==> config.mk <==
export PLATFORM = sky130hd
export DESIGN_NAME = instr_fetch_unit
export DESIGN_NICKNAME = d
export VERILOG_FILES = /design/src/rtl/instr_fetch_unit_pkg.sv /design/src/rtl/instr_fetch_unit_pc_next_calc.sv /design/src/rtl/instr_fetch_unit.sv
export SDC_FILE = /design/constraint.sdc
export NUM_CORES = 1
export LEC_CHECK = 0
export ABC_AREA = 1
export BUFFER_PORTS_ARGS = -buffer_cell sky130_fd_sc_hd__buf_2
export CELL_PAD_IN_SITES_DETAIL_PLACEMENT = 1
export CELL_PAD_IN_SITES_GLOBAL_PLACEMENT = 1
export CORE_MARGIN = 3
export CORE_UTILIZATION = 40
export DETAILED_ROUTE_END_ITERATION = 10
export PLACE_DENSITY_LB_ADDON = 0.25
export SYNTH_ARGS = -nofsm -noshare
export SYNTH_HDL_FRONTEND = slang
export SYNTH_SLANG_ARGS = --single-unit
==> constraint.sdc <==
create_clock -name clk -period 3 [get_ports clk]
set_clock_uncertainty 0.2 [all_clocks]
set_input_delay 0.15 -clock clk [delete_from_list [all_inputs] [get_ports clk]]
set_output_delay 0.15 -clock clk [all_outputs]
set_load 0.01 [all_outputs]
==> src/rtl/instr_fetch_unit_pkg.sv <==
// Shared definitions for the fetch unit and the control decoder.
//   - opcode constants carried in inst[7:6]
//   - fetch FSM state encoding
//   - small helper to recognise the branch opcode
package instr_fetch_unit_pkg;

    localparam logic [1:0] OP_RTYPE = 2'b00;
    localparam logic [1:0] OP_LW    = 2'b01;
    localparam logic [1:0] OP_SW    = 2'b10;
    localparam logic [1:0] OP_BR    = 2'b11;

    typedef enum logic [1:0] {
        ST_IDLE = 2'd0,
        ST_REQ  = 2'd1,
        ST_HOLD = 2'd2,
        ST_STOP = 2'd3
    } ifu_state_t;

    function automatic logic is_branch(input logic [1:0] op);
        return op == OP_BR;
    endfunction

endpackage

==> src/rtl/instr_fetch_unit_pc_next_calc.sv <==
// pc_next_calc: combinational next-PC computation.
// Ports:
//   i_pc      current PC (address of the instruction being accepted)
//   i_imm     2-bit signed branch offset (inst[1:0])
//   i_take    1 = branch taken, add sign-extended offset
//   o_pc_next pc + 1 (+ sext(imm) when taken), wraps modulo 2^PC_W
module pc_next_calc #(
    parameter int PC_W = 8
) (
    input  logic [PC_W-1:0] i_pc,
    input  logic [1:0]      i_imm,
    input  logic            i_take,
    output logic [PC_W-1:0] o_pc_next
);

    logic [PC_W-1:0] w_off;

    // Sign-extend the 2-bit offset; zero when the branch is not taken.
    assign w_off     = i_take ? {{(PC_W-2){i_imm[1]}}, i_imm} : '0;
    // Truncation to PC_W bits gives the modulo wrap in both directions.
    assign o_pc_next = i_pc + PC_W'(1) + w_off;

endmodule

==> src/rtl/instr_fetch_unit.sv <==
// instr_fetch_unit: fetches one instruction at a time from instruction
// memory and presents it to the decoder/datapath. Owns the PC.
// Ports:
//   clk, rst                 clock, async active-high reset
//   imem_req/imem_addr       read request and address (address = pc)
//   imem_ack/imem_rdata      read completion and instruction word
//   inst_valid/inst_ready    handshake toward the consumer
//   inst/op/pc_out           presented instruction, its opcode, its address
//   branch_cond              rs==rt from datapath, used at accept
//   halt/halted              stop request (at accept) and stopped status
module instr_fetch_unit
    import instr_fetch_unit_pkg::*;
#(
    parameter int              PC_W     = 8,
    parameter int              INSTR_W  = 8,
    parameter logic [PC_W-1:0] RESET_PC = '0
) (
    input  logic               clk,
    input  logic               rst,
    output logic               imem_req,
    output logic [PC_W-1:0]    imem_addr,
    input  logic               imem_ack,
    input  logic [INSTR_W-1:0] imem_rdata,
    output logic               inst_valid,
    input  logic               inst_ready,
    output logic [INSTR_W-1:0] inst,
    output logic [1:0]         op,
    output logic [PC_W-1:0]    pc_out,
    input  logic               branch_cond,
    input  logic               halt,
    output logic               halted
);

    ifu_state_t         r_state;
    logic [PC_W-1:0]    r_pc;
    logic [PC_W-1:0]    r_pc_out;
    logic [INSTR_W-1:0] r_inst;
    logic               r_imem_req;
    logic               r_inst_valid;
    logic               r_halted;

    logic [1:0]         w_op;
    logic               w_take;
    logic               w_accept;
    logic [PC_W-1:0]    w_pc_next;

    assign w_op     = r_inst[INSTR_W-1 -: 2];
    assign w_take   = is_branch(w_op) & branch_cond;
    assign w_accept = r_inst_valid & inst_ready;

    pc_next_calc #(.PC_W(PC_W)) u_pc_next (
        .i_pc      (r_pc),
        .i_imm     (r_inst[1:0]),
        .i_take    (w_take),
        .o_pc_next (w_pc_next)
    );

    always_ff @(posedge clk or posedge rst) begin
        if (rst) begin
            r_state      <= ST_IDLE;
            r_pc         <= RESET_PC;
            r_pc_out     <= '0;
            r_inst       <= '0;
            r_imem_req   <= 1'b0;
            r_inst_valid <= 1'b0;
            r_halted     <= 1'b0;
        end else begin
            case (r_state)
                ST_IDLE: begin
                    r_state    <= ST_REQ;
                    r_imem_req <= 1'b1;
                end
                ST_REQ: begin
                    // Request and address stay put until the memory answers.
                    if (imem_ack) begin
                        r_inst       <= imem_rdata;
                        r_pc_out     <= r_pc;
                        r_imem_req   <= 1'b0;
                        r_inst_valid <= 1'b1;
                        r_state      <= ST_HOLD;
                    end
                end
                ST_HOLD: begin
                    // Acks here are stray and ignored; only accept moves on.
                    if (w_accept) begin
                        r_pc         <= w_pc_next;
                        r_inst_valid <= 1'b0;
                        if (halt) begin
                            r_halted <= 1'b1;
                            r_state  <= ST_STOP;
                        end else begin
                            r_imem_req <= 1'b1;
                            r_state    <= ST_REQ;
                        end
                    end
                end
                ST_STOP: begin
                    r_state <= ST_STOP;
                end
                default: r_state <= ST_IDLE;
            endcase
        end
    end

    assign imem_req   = r_imem_req;
    assign imem_addr  = r_imem_req ? r_pc : '0;
    assign inst_valid = r_inst_valid;
    assign inst       = r_inst;
    assign op         = w_op;
    assign pc_out     = r_pc_out;
    assign halted     = r_halted;

endmodule

==> impl_metrics.toml, run 1 <==
[synth]
syn_area_per_cell_sq_um = 7.53
ys_types = 29
netlist_instances = 214
ys_seq_elements = 29
yosys.area.top_type = "dfrtp_1"
yosysTopAreaCellShare_pct = 45.0
synth_compound_area_share_pct = 10.2
synth.area.top_cells = "dfrtp_1, nand2_1, inv_1"
synth_fa_ha_area_share_pct = 1.55
synthXorXnorAreaFrac_pct = 1.09
syn_nets = 230
synth_mux_area_share_pct = 0
syn-cell-area_sq_um = 1610
synth-simple-area-share_pct = 31.4
yosysWarnings = 0
synth_top_family_by_area = "simple AND/OR/NAND/NOR gates"
yosysSeqAreaShare_pct = 45.0

[clock_network]
post_cts_buffers = 0
cts-htree-levels = 2
cts.path.max_buffers = 2
clk_pin_slew_worst_paths_ns = 0.07
holdBufCountCts = 10
postCtsResizedCells = 0
cts.sinks = 29
clockRootBuffer = "clkbuf_8"
cts_inserted_buffers = 5
clk_latency_ns = 0.29
tritoncts = "built"

[routing]
drtAntennaViolNets = 0
vias = 1556
post_drt_via_cell_ratio = 4.92
wirelength_um = 4700
remaining_drc_errors = 0
drt_iter0_drc = 56
wire_per_inst_um = 14.9
firstDrtPassIters = 4

[global_routing]
grt_max_degree = 30
grt_usage_pct = 20.6
grt_pass1_wl_um = 7760
antenna_found_initial = 0
grt-ovfl-total = 0
grt_pass1_vias = 1651

[die]
die_width_um = 69.5
die-area_sq_um = 4830
die_h_um = 69.5
fp.coreArea_sq_um = 3770
ios = 43
start_util_pct = 42.7
row_count = 22

[run_status]
outcome = "finished, final reports clean"

[timing]
fmax_mhz = 430
worst_pin_slew_ns = 0.652
slew_headroom_pct = 56.4
report.final.slew_viol_count = 0
hold_viol_final = 0
setup_viol = 0
period_share_pct = 77.5
rsz0062_at_grt = "no"
fin_tns_setup_ns = 0
timing.hold.ws_ns = 0.0361
fin_crit_ns = 2.32

[critical_path]
r2r_start = "inst[7]"
crit_chain = "nand4_1 > nand2_4 > nand2_1 > inv_1 > ha_1 > inv_1 > nand2_1 > nand3_1 > nand2_1 > nand2_1 > nand3_1 > o21ai_0"
startpoint_type = "register"
regToRegSetupSlack_ns = 0.68
crit_buf_inv = 2
required_ns = 2.97
slowest_stage = "nand4_1"
cp_slowest_stage_delay_ns = 0.55
path_class = "register to register"
crit_top_cell = "nand2_1"
critPathMaxFanout = 11
endpoint = "r_pc[6]"
arrival_ns = 2.30
worstRegToRegCells = 12
cp-end-kind = "register"
worst_r2r_endpoint = "r_pc[6]"
cp_num_cells = 12
crit_family = "simple AND/OR/NAND/NOR gates"
worstSetupStartpoint = "inst[7]"

[power_and_ir_drop]
ir_worst_vdd_uv = 495
power_density_nw_per_um2 = 1020
power_mw = 2.11
leakagePower_nw = 1.19

[finish]
n_fill_cell = 484
areaGrowthSynthToFinish_pct = 28.1
n_antenna_cell = 0
final_common_cell = "nand2_1"
nNetsFinal = 283
layout-drive-gt1-share_pct = 24.6
layout_common_cells = "nand2_1, buf_2, inv_1, dfrtp_1"

[job]
drv_cap = 0

[hold_path]
hp-class = "input port to register"

[place]
place.gp.congestion = 0.835
io_buffers = 42
dp_hpwl_um = 3170
[cells in the mapped netlist]
cell	instances
o221ai_2	1
dfrtp_1	29
nand2_1	87
a31oi_1	1
buf_2	3
clkbuf_1	1
nor2_1	6
a41oi_1	2
o21ai_2	1
nor2_2	2
xor2_1	2
a21o_1	1
or2_1	1
o21bai_4	1
nand4_1	1
nor2_4	1
o21ai_1	5
inv_1	30
nand2_2	2
o21ai_0	11
inv_2	1
clkinv_1	1
buf_4	3
ha_1	2
a21oi_1	2
nand3_1	11
nand3_2	2
buf_6	1
nand2_4	3
[logic make-up (layout without fill, tap and decap cells)]
| family | count (synthesis) | in the layout |
|---|---|---|
| and+or+nand+nor | 116 | 116 |
| adders and majority gates | 2 | 2 |
| DFF | 29 | 29 |
| buffers and inverters | 40 | 94 |
| AOI/OAI and AO/OA | 25 | 25 |
| xor gates and xnor gates | 2 | 2 |
[tightest hold or removal path, delay by kind of cell]
kind            cells  cell delay, ns
simple gates        1            0.10
compound gates      1            0.12
buf+inv             1            0.09
[metal layers]
| metal | part of all wire [%] | global-route usage (%) | vias up |
|---|---|---|---|
| met5 | 0 | 0 | - |
| met4 | 1.8 | 8.03 | 0 |
| met3 | 4.3 | 4.35 | 9 |
| met2 | 52 | 37.6 | 32 |
| met1 | 41 | 23.3 | 758 |
| li1 | - | - | 757 |
[where the power goes]
group	leakage [nW]	switching, mW	total [mW]	internal, mW
clock network	0.0574	0.162	0.431	0.270
registers	0.356	0.172	0.743	0.571
logic	0.776	0.590	0.936	0.347
[final cells by class]
cell class	instances	area, sq um	share of cell area [%]
Timing Repair Buffer	54	325	15.8
Multi-Input combinational cell	145	713	34.5
Clock inverter	2	37.5	1.82
Sequential cell	29	726	35.2
Tap cell	48	60.1	2.91
Clock buffer	6	82.6	4.00
Inverter	32	120	5.82
[state kept, by name (all words and copies together) (netlist names)]
name / cells
halted: 1
imem_req: 1
inst: 8
inst_valid: 1
pc_out: 8
r_pc: 8
r_state: 2
[per-stage QoR]
stage	cells	area (sq um)	worst slack (ns)	utilization, %
floorplan	214	1610	1.18	-
global placement	298	1840	0.860	48.9
detailed placement	298	1840	0.729	48.9
CTS	316	2060	0.708	54.7
global route	316	2060	0.460	54.7
finish	316	2060	0.676	54.7
[worst min path at each step]
| stage | start | to | slack (ns) | cells after the start |
|---|---|---|---|---|
| floorplan | rst | halted | 0.03 | 1 |
| global placement | rst | pc_out[0] | 0.04 | 3 |
| detailed placement | rst | pc_out[1] | 0.06 | 3 |
| CTS | inst_ready | r_state[0] | 0.04 | 3 |
| global route | inst_ready | r_state[0] | 0.08 | 3 |
| finish | inst_ready | r_state[0] | 0.04 | 3 |
No activity file was read; power rests on OpenSTA's default activity.
==> run 2: changes to the inputs <==
CORE_UTILIZATION = 33   (was 40)
clock period = 2.1 ns   (was 3 ns; I/O delays follow)
==> impl_metrics.toml, run 2 (synthesis results as in run 1) <==
[timing]
fin_tns_setup_ns = 0
hold_viol_final = 0
setup_viol = 0
fin_crit_ns = 1.90
worst_pin_slew_ns = 0.404
fmax_mhz = 527
timing.hold.ws_ns = 0.0122
report.final.slew_viol_count = 0
slew_headroom_pct = 73.0
rsz0062_at_grt = "no"
period_share_pct = 90.4

[routing]
firstDrtPassIters = 4
wirelength_um = 4480
wire_per_inst_um = 13.3
drt_iter0_drc = 48
remaining_drc_errors = 0
post_drt_via_cell_ratio = 4.59
vias = 1552
drtAntennaViolNets = 0

[power_and_ir_drop]
ir_worst_vdd_uv = 522
power_density_nw_per_um2 = 1370
seqPwrFrac_pct = 37.0
p_int_mw = 1.59
combPwrFrac_pct = 47.7
leakagePower_nw = 1.19
switching_share_pct = 44.6
power_frac_clock_pct = 15.3
p_sw_mw = 1.28

[die]
die-area_sq_um = 5760
die_width_um = 75.9
row_count = 24
fp.coreArea_sq_um = 4530
die_h_um = 75.9
ios = 43
start_util_pct = 35.5

[clock_network]
tritoncts = "built"
cts.path.max_buffers = 2
clockRootBuffer = "clkbuf_8"
clk_latency_ns = 0.28
clk_pin_slew_worst_paths_ns = 0.06
cts-htree-levels = 2
cts_inserted_buffers = 5
cts.sinks = 29

[hold_path]
holdPathStages = 3
hp-class = "input port to register"
min_from = "inst_ready"

[finish]
design_area_sq_um = 2110
areaGrowthSynthToFinish_pct = 30.7
final_common_cell = "nand2_1"
layout-drive-gt1-share_pct = 26.4
utilization_pct = 46.4
fin_cells = 338
layout_common_cells = "nand2_1, buf_2, inv_1, dfrtp_1"
nNetsFinal = 288
n_antenna_cell = 0

[place]
dpl_cell_area_sq_um = 1880
place.gp.congestion = 0.760
dp_hpwl_um = 3200
io_buffers = 42
placed_cells = 317

[critical_path]
worstRegToRegCells = 12
cp-end-kind = "register"
worstSetupStartpoint = "inst[6]"
r2r_start = "inst[6]"
critPathMaxFanout = 6
path_class = "register to register"
required_ns = 2.06
startpoint_type = "register"
regToRegSetupSlack_ns = 0.20
arrival_ns = 1.86

[run_status]
outcome = "finished, final reports clean"

[job]
drv_cap = 0

[global_routing]
antenna_found_initial = 0
grt_max_degree = 30
met1_usage_pct = 21.8
grt-busiest-layer = "met2"
use_met2_pct = 29.6
grt_usage_pct = 17.4
grt-ovfl-total = 0
grt_pass1_vias = 1596
use_met3_pct = 3.96
grt_pass1_wl_um = 7510
run 2: cell types whose count changed in the layout (fill, tap and decap cells not counted), moves of 2 or more:
| cell | change |
|---|---|
| buf_4 | +4 |
| clkbuf_1 | +3 |
| dfrtp_1 | -2 |
| dfrtp_2 | +2 |
| nor2_2 | -2 |
| nor2_4 | +2 |
run 2: worst paths after layout:
check / endpoint
max: r_pc[4]
min: r_state[0]
max reg2reg: r_pc[4]
min reg2reg: inst[5]
max in group asynchronous: inst[7]
min in group asynchronous: r_state[1]
run 2: metrics by stage:
step / setup slack, ns / power, mW
global route: 0.00673 / 3.18
detailed placement: 0.0768 / 2.37
CTS: 0.0657 / 2.86
floorplan: 0.276 / 1.91
finish: 0.202 / 2.88
global placement: 0.141 / 2.32
run 2: final cells by class:
cell class | count | area (sq um)
Inverter | 32 | 120
Multi-Input combinational cell | 145 | 731
Timing Repair Buffer | 59 | 365
Fill cell | 598 | 2430
Tap cell | 65 | 81.3
Clock buffer | 8 | 80.1
Sequential cell | 29 | 728
run 2: worst max-delay path: stages, from the launching register on:
cell	delay, ns
dfrtp_2	0.41
nand2_1	0.10
nor2_4	0.12
nand3_2	0.12
nand2_1	0.11
inv_1	0.05
ha_1	0.18
inv_1	0.06
nand2_2	0.07
nand2_1	0.09
nand2_1	0.05
a21oi_1	0.13
a21oi_1	0.08
run 2: per-layer routing:
layer	share of wire [%]	wire (um)
met2	48	2170
met4	1.4	61
met5	0	0
met1	45	2030
met3	5.1	228
run 2: power groups by stage:
stage | clock [mW] | combinational [mW] | sequential [mW]
6_report | 0.441 | 1.37 | 1.06
5_1_grt | 0.478 | 1.59 | 1.11
4_1_cts | 0.449 | 1.35 | 1.06
3_5_place_dp | 0 | 1.31 | 1.06
3_3_place_gp | 0 | 1.26 | 1.06
2_1_floorplan | 0 | 0.837 | 1.08
run 2: what timing repair did:
action	CTS	global route
hold endpoints to repair	39	0
hold buffers	11	0
setup endpoints to repair	0	19
buffers inserted	0	2
gates resized for setup	0	7
==> run 3: changes to the inputs <==
clock period = 1.7 ns   (was 2.1 ns; I/O delays follow)
==> impl_metrics.toml, run 3 (synthesis results as in run 1) <==
[run_status]
outcome = "finished with violations"
violations = "negative setup slack"

[critical_path]
required_ns = 1.67
path_class = "register to register"
startpoint_type = "register"
r2r_start = "inst[6]"
critPathMaxFanout = 10
arrival_ns = 1.74
regToRegSetupSlack_ns = -0.06
worstSetupStartpoint = "inst[6]"
cp-end-kind = "register"

[die]
die_width_um = 75.9
ios = 43
fp.coreArea_sq_um = 4530
die-area_sq_um = 5760
die_h_um = 75.9
start_util_pct = 35.5
row_count = 24

[timing]
period_share_pct = 104
worst_pin_slew_ns = 0.433
timing.hold.ws_ns = 0.211
slew_headroom_pct = 71.2
fmax_mhz = 568
report.final.slew_viol_count = 0
rsz0062_at_grt = "yes"
timing.final.ws_setup_ns = -0.0620
fin_tns_setup_ns = -0.286
hold_viol_final = 0
fin_crit_ns = 1.76
setup_viol = 5

[finish]
utilization_pct = 52.5
ff_latch_area_sq_um = 728
design_area_sq_um = 2380
fin_cells = 356
n_antenna_cell = 0
multi_input_area_sq_um = 817
layout_common_cells = "nand2_1, buf_2, dfrtp_1, inv_1, buf_4"
n_fill_cell = 568
areaGrowthSynthToFinish_pct = 47.8
nNetsFinal = 306
layout-drive-gt1-share_pct = 37.8
final_common_cell = "nand2_1"

[clock_network]
cts.sinks = 29
clk_pin_slew_worst_paths_ns = 0.07
cts_inserted_buffers = 5
cts-htree-levels = 2
cts.path.max_buffers = 2
tritoncts = "built"
clockRootBuffer = "clkbuf_8"
clk_latency_ns = 0.28

[place]
placed_cells = 330
dpl_cell_area_sq_um = 2020
io_buffers = 42
post-place-ws_ns = -0.113
dp_hpwl_um = 3340
place.gp.congestion = 0.780

[hold_path]
hp-class = "input port to register"
min_from = "branch_cond"

[global_routing]
antenna_found_initial = 0
grt-ovfl-total = 0
grt_pass1_vias = 1587
grt_pass1_wl_um = 7860
grt_max_degree = 30
grt_usage_pct = 18.6

[power_and_ir_drop]
leakagePower_nw = 1.30
switching_share_pct = 42.3
power_frac_clock_pct = 18.1
combPwrFrac_pct = 50.7
p_int_mw = 2.41
p_sw_mw = 1.77
ir_worst_vdd_uv = 999
power_density_nw_per_um2 = 1750
power_mw = 4.18
seqPwrFrac_pct = 31.3

[job]
drv_cap = 0

[routing]
remaining_drc_errors = 0
wire_per_inst_um = 13.4
drt_iter0_drc = 63
vias = 1587
wirelength_um = 4780
firstDrtPassIters = 4
post_drt_via_cell_ratio = 4.46
drtAntennaViolNets = 0
-- run 3: changes by cell type in the layout (fill, tap and decap cells not counted), moves of 4 or more --
cell     delta
buf_4      +15
inv_1       -4
inv_2       +4
nand2_1     -7
nand2_2     +6
-- run 3: cell type report --
cell class | count | share of cell area (%)
Inverter | 32 | 5.04
Tap cell | 65 | 3.41
Multi-Input combinational cell | 145 | 34.3
Sequential cell | 29 | 30.6
Clock inverter | 1 | 1.26
Timing Repair Buffer | 77 | 21.8
Clock buffer | 7 | 3.62
-- run 3: final timing paths --
kind | endpoint | cells past startpoint
max reg2reg | r_pc[3] | 8
max | r_pc[3] | 8
min in group asynchronous | r_state[0] | 4
max in group asynchronous | inst[6] | 4
min | r_pc[0] | 6
min reg2reg | halted | 1
-- run 3: critical path, cell delays in order, from the launching register on --
cell and delay (ns):
dfrtp_2 0.45, nand4_1 0.12, buf_4 0.21, nand2_1 0.11, nand2_4 0.10, o21bai_4 0.09, or2_1 0.23, nand3_2 0.09
o21ai_2 0.05
-- run 3: routing by layer --
layer / track usage, % / wire length, um / up-vias
met1: 24.2 / 2180 / 743
met5: 0 / 0 / -
met4: 5.83 / 62 / 0
met2: 30.2 / 2350 / 32
li1: - / - / 806
met3: 4.49 / 187 / 6
-- run 3: power groups by stage --
stage                     clock network, mW  registers, mW  logic, mW
final                                 0.755           1.31       2.12
after global routing                  0.806           1.36       2.40
after CTS                             0.771           1.30       2.01
after detailed placement                  0           1.29       1.92
after global placement                    0           1.29       1.87
after floorplan                           0           1.34       1.08
-- run 3: what timing repair did --
action	CTS	global route
endpoints found under the hold margin	41	0
hold buffers	12	0
gates resized for setup	9	14
setup buffers	2	4
endpoints found under the setup margin	6	22
gates cloned	0	0
pin swaps	7	6
